`src/rtl/gray_counter_arbiter.sv`:
```
// Round-robin sequencer that shares one up/down Gray-code counter between two
// requesters, stepping it once per cycle for the granted run length.
module gray_counter_arbiter #(
    parameter int WIDTH = 4,
    parameter int STEPW = 4
) (
    input  logic             clk,
    input  logic             reset,
    input  logic             req0,
    input  logic             mode0,
    input  logic [STEPW-1:0] steps0,
    input  logic             req1,
    input  logic             mode1,
    input  logic [STEPW-1:0] steps1,
    output logic [1:0]       gnt,
    output logic             busy,
    output logic             done,
    output logic             done_id,
    output logic [WIDTH-1:0] gray
);

    typedef enum logic [1:0] {
        IDLE,
        RUN,
        DONE
    } state_t;

    state_t           state;
    logic [WIDTH-1:0] bin;
    logic [WIDTH-1:0] next_bin;
    logic [STEPW-1:0] remaining;
    logic             run_mode;
    logic             run_id;
    logic             last;

    logic             any_req;
    logic             winner;
    logic             win_mode;
    logic [STEPW-1:0] win_steps;

    // On a tie the requester that was not granted last wins.
    always_comb begin
        any_req   = req0 | req1;
        winner    = (req0 && req1) ? ~last : req1;
        win_mode  = winner ? mode1 : mode0;
        win_steps = winner ? steps1 : steps0;
        next_bin  = run_mode ? (bin + WIDTH'(1)) : (bin - WIDTH'(1));
    end

    always_ff @(posedge clk) begin
        if (reset) begin
            state     <= IDLE;
            bin       <= '0;
            gray      <= '0;
            gnt       <= 2'b00;
            busy      <= 1'b0;
            done      <= 1'b0;
            done_id   <= 1'b0;
            remaining <= '0;
            run_mode  <= 1'b0;
            run_id    <= 1'b0;
            last      <= 1'b1;
        end else begin
            gnt <= 2'b00;
            case (state)
                IDLE: begin
                    if (any_req) begin
                        gnt       <= winner ? 2'b10 : 2'b01;
                        busy      <= 1'b1;
                        last      <= winner;
                        run_id    <= winner;
                        run_mode  <= win_mode;
                        remaining <= win_steps;
                        if (win_steps == '0) begin
                            // Zero-length run completes in the grant cycle itself.
                            done    <= 1'b1;
                            done_id <= winner;
                            state   <= DONE;
                        end else begin
                            state <= RUN;
                        end
                    end
                end
                RUN: begin
                    bin       <= next_bin;
                    gray      <= next_bin ^ (next_bin >> 1);
                    remaining <= remaining - STEPW'(1);
                    if (remaining == STEPW'(1)) begin
                        done    <= 1'b1;
                        done_id <= run_id;
                        state   <= DONE;
                    end
                end
                DONE: begin
                    done    <= 1'b0;
                    done_id <= 1'b0;
                    busy    <= 1'b0;
                    state   <= IDLE;
                end
                default: begin
                    state <= IDLE;
                end
            endcase
        end
    end

endmodule

```
`config.mk`:
```
export PLATFORM = sky130hd
export DESIGN_NAME = gray_counter_arbiter
export DESIGN_NICKNAME = d
export VERILOG_FILES = /design/src/rtl/gray_counter_arbiter.sv
export SDC_FILE = /design/constraint.sdc
export NUM_CORES = 1
export LEC_CHECK = 0
export BUFFER_PORTS_ARGS = -buffer_cell sky130_fd_sc_hd__buf_2
export CAP_MARGIN = 5
export CORE_MARGIN = 1.5
export CORE_UTILIZATION = 51
export CTS_BUF_LIST = sky130_fd_sc_hd__clkbuf_2 sky130_fd_sc_hd__clkbuf_4 sky130_fd_sc_hd__clkbuf_8
export CTS_CLUSTER_SIZE = 24
export DETAILED_ROUTE_END_ITERATION = 12
export MAX_ROUTING_LAYER = met4
export PLACE_DENSITY_LB_ADDON = 0.08
export SLEW_MARGIN = 20
export SYNTH_ARGS = -nofsm -noshare
export SYNTH_HDL_FRONTEND = slang
export SYNTH_SLANG_ARGS = --single-unit
```
`constraint.sdc`:
```
create_clock -name clk -period 1.75 [get_ports clk]
set_clock_uncertainty 0.05 [all_clocks]
set_input_delay 0 -clock clk [delete_from_list [all_inputs] [get_ports clk]]
set_output_delay 0 -clock clk [all_outputs]
set_load 0.02 [all_outputs]
```
==> impl_metrics.env <==
export IMPL_ios=23
export IMPL_worst_slew_pin_slew_ns=0.436
export IMPL_min_to="run_mode"
export IMPL_reg2reg_depth=6
export IMPL_yosysTopAreaCell="dfxtp_1"
export IMPL_dr_pass1_iters=4
export IMPL_fp_coreArea_mm2=0.00221
export IMPL_reg2reg_to="done"
export IMPL_track_usage_pct=22.8
export IMPL_drive_gt1_share_pct=36.6
export IMPL_initial_core_util_pct=54.2
export IMPL_path_clk_slew_ns=0.13
export IMPL_final_core_util_pct=71.2
export IMPL_ys_types=42
export IMPL_wl_per_cell_um=13.1
export IMPL_final_nets=199
export IMPL_outcome="finished with violations"
export IMPL_clk_path_buf_depth=2
export IMPL_whs_path_depth=3
export IMPL_syn_area_per_cell_um2=8.76
export IMPL_power_share_clock_pct=7.9
export IMPL_yosys_warnings=0
export IMPL_rsz0062_at_grt="yes"
export IMPL_globalplace_congestion=0.859
export IMPL_postRouteAntennaNets=0
export IMPL_cap_violations=0
export IMPL_final_cells=203
export IMPL_power_frac_comb_pct=67.1
export IMPL_tritoncts="done"
export IMPL_vias_per_cell=5.47
export IMPL_p_int_mw=1.85
export IMPL_synth_cells=137
export IMPL_crit_type="reg2reg"
export IMPL_synth_edf_count=0
export IMPL_die_h_um=51.5
export IMPL_drt_wl_total_um=2670
export IMPL_min_from="mode1"
export IMPL_worst_r2r_setup_slack_ns=-0.04
export IMPL_synthArstFlopShare_pct=0
export IMPL_leakage_nw=0.690
export IMPL_irDropWorstVdd_mv=1.59
export IMPL_ys_seq_area_share_pct=35.0
export IMPL_port_buffers=22
export IMPL_hold_path_class="in2reg"
export IMPL_power_density_mw_per_mm2=2010
export IMPL_p_sw_mw=1.31
export IMPL_place_ws_ns=-0.0433
export IMPL_grt_first_pass_wirelength_um=4440
export IMPL_numCtsBuffers=3
export IMPL_synth_top_area_share_pct=35.0
export IMPL_regArea_um2=424
export IMPL_diodes=0
export IMPL_num_rows=17
export IMPL_htree_num_levels=1
export IMPL_maxClockFrequency_ghz=0.559
export IMPL_first_global_vias=1081
export IMPL_ys_ff_latch=21
export IMPL_dp_hpwl_um=1860
export IMPL_die_width_um=51.5
export IMPL_vias=1111
export IMPL_finalMaxSlewViolations=0
export IMPL_setup_viol=2
export IMPL_insertion_delay_ns=0.31
export IMPL_setup_ws_ns=-0.0376
export IMPL_area_growth_pct=31.2
export IMPL_dp_cells=197
export IMPL_total_power_mw=3.16
export IMPL_slew_headroom_pct=70.1
export IMPL_synth_main_ff_cell="dfxtp_1"
export IMPL_final_hold_viol_count=0
export IMPL_fillerInstances=177
export IMPL_yosysMostFrequentCell="dfxtp_1"
export IMPL_die_area_mm2=0.00265
export IMPL_antenna_found_initial=0
export IMPL_netlist_top_cells_count="dfxtp_1 (21), nor2_1 (11), inv_1 (10)"
export IMPL_place_area_mm2=0.00145
export IMPL_drt_iter0_drc=22
export IMPL_multi_input_comb_area_um2=788
export IMPL_synth_area_mm2=0.00120
export IMPL_critPathSlowestCell="or3b_1"
export IMPL_max_stage_delay_ns=0.36
export IMPL_final_area_mm2=0.00157
export IMPL_ctsRootBufferMaster="clkbuf_4"
export IMPL_critPathArrivalTime_ns=1.95
export IMPL_seqPwrFrac_pct=25.1
export IMPL_crit_chain="inv_2 -> ha_1 -> or3b_1 -> a21o_1 -> a211o_1 -> mux2_2"
export IMPL_synthesis_nets=160
export IMPL_grt_ovfl_total=0
export IMPL_start_kind="flip-flop"
export IMPL_cp_end_kind="flip-flop"
export IMPL_r2r_start="remaining[1]"
export IMPL_synth_top_cells_by_area="dfxtp_1 (35%), ha_1 (8.3%), mux2i_1 (4.2%)"
export IMPL_drc=0
export IMPL_cp_max_fo=3
export IMPL_p_sw_share_pct=41.3
export IMPL_cts_sinks=21
export IMPL_worstPathRequired_ns=1.92
export IMPL_violations="setup timing"
export IMPL_grt_max_degree=22
export IMPL_fin_crit_ns=1.79
export IMPL_period_share_pct=102
layout make-up:
cell class | instances | share of cell area (%)
Clock buffer | 3 | 1.43
Clock inverter | 1 | 0.477
Inverter | 10 | 2.38
Multi-Input combinational cell | 99 | 50.1
Sequential cell | 21 | 26.9
Tap cell | 28 | 2.23
Timing Repair Buffer | 41 | 16.5
per-layer routing:
| metal | routed length, um | vias to the layer above | global-route usage, % |
|---|---|---|---|
| met4 | 48 | 0 | 12.3 |
| met3 | 109 | 4 | 2.59 |
| met2 | 1230 | 30 | 35.7 |
| li1 | - | 563 | - |
| met1 | 1280 | 514 | 29.0 |
| met5 | 0 | - | - |
registers in the layout, indices dropped and copies added (netlist names):
| register | cells |
|---|---|
| gray | 4 |
| remaining | 4 |
| bin | 3 |
| gnt | 2 |
| state | 2 |
| busy | 1 |
| done | 1 |
| done_id | 1 |
| last | 1 |
| run_id | 1 |
| run_mode | 1 |
worst max path at each step:
stage	start	to	slack, ns	cells past startpoint
floorplan	remaining[1]	done	0.01	6
global placement	remaining[1]	done	-0.007	6
detailed placement	remaining[1]	done	-0.04	6
CTS	remaining[1]	done	-0.02	6
global route	remaining[1]	done_id	-0.09	6
finish	remaining[1]	done	-0.04	6
cells by family (layout without fill, tap and decap cells):
family          Yosys count  count (layout)  synth area share [%]
compound gates           32              32                  17.3
xor+xnor                  6               6                  5.63
mux                       8               8                  6.99
buf+inv                  17              55                  5.84
fa+ha+maj                 9               9                  10.0
flops                    21              21                  35.0
simple gates             44              44                  19.2
power by group through the flow:
stage	combinational (mW)	sequential, mW	clock (mW)
3_3_place_gp	1.81	0.785	0
4_1_cts	1.93	0.791	0.256
2_1_floorplan	1.17	0.896	0
6_report	2.12	0.791	0.248
3_5_place_dp	1.84	0.792	0
5_1_grt	2.32	0.817	0.271
repair_timing:
action / 4_1_cts / 5_1_grt
hold endpoints to repair: 1 / 0
setup endpoints to repair: 5 / 7
setup buffers: 1 / 0
pin swaps: 2 / 2
hold buffers: 1 / 0
gates resized for setup: 6 / 12
layout by cell type, fill, tap and decap left out, types with 4 or more instances in the layout:
| cell type | synthesis | final |
|---|---|---|
| a21oi_1 | 8 | 7 |
| xnor2_1 | 4 | 4 |
| ha_1 | 8 | 5 |
| mux2i_1 | 5 | 5 |
| dfxtp_1 | 21 | 18 |
| nand2_1 | 9 | 9 |
| buf_2 | 2 | 22 |
| inv_1 | 10 | 8 |
| o21ai_0 | 5 | 5 |
| nor2b_1 | 4 | 4 |
| buf_4 | 1 | 17 |
| a211oi_1 | 6 | 5 |
| nor2_1 | 11 | 11 |
worst max-delay path: cells and delay by family (launching register included):
kind	cells	cell delay [ns]
flip-flops	1	0.34
AO/OA/AOI/OAI	2	0.50
AND/OR/NAND/NOR	1	0.36
buffers and inverters	1	0.05
multiplexers	1	0.28
adder cells (fa/ha/maj)	1	0.12
per-stage QoR:
step | hold slack (ns) | TNS [ns]
after floorplan | 0.132 | 0
after global placement | 0.304 | -0.00739
after detailed placement | 0.319 | -0.0660
after CTS | 0.0112 | -0.0243
after global routing | 0.0362 | -0.206
final | 0.0232 | -0.0700
Power figures use the tool's default switching activity.
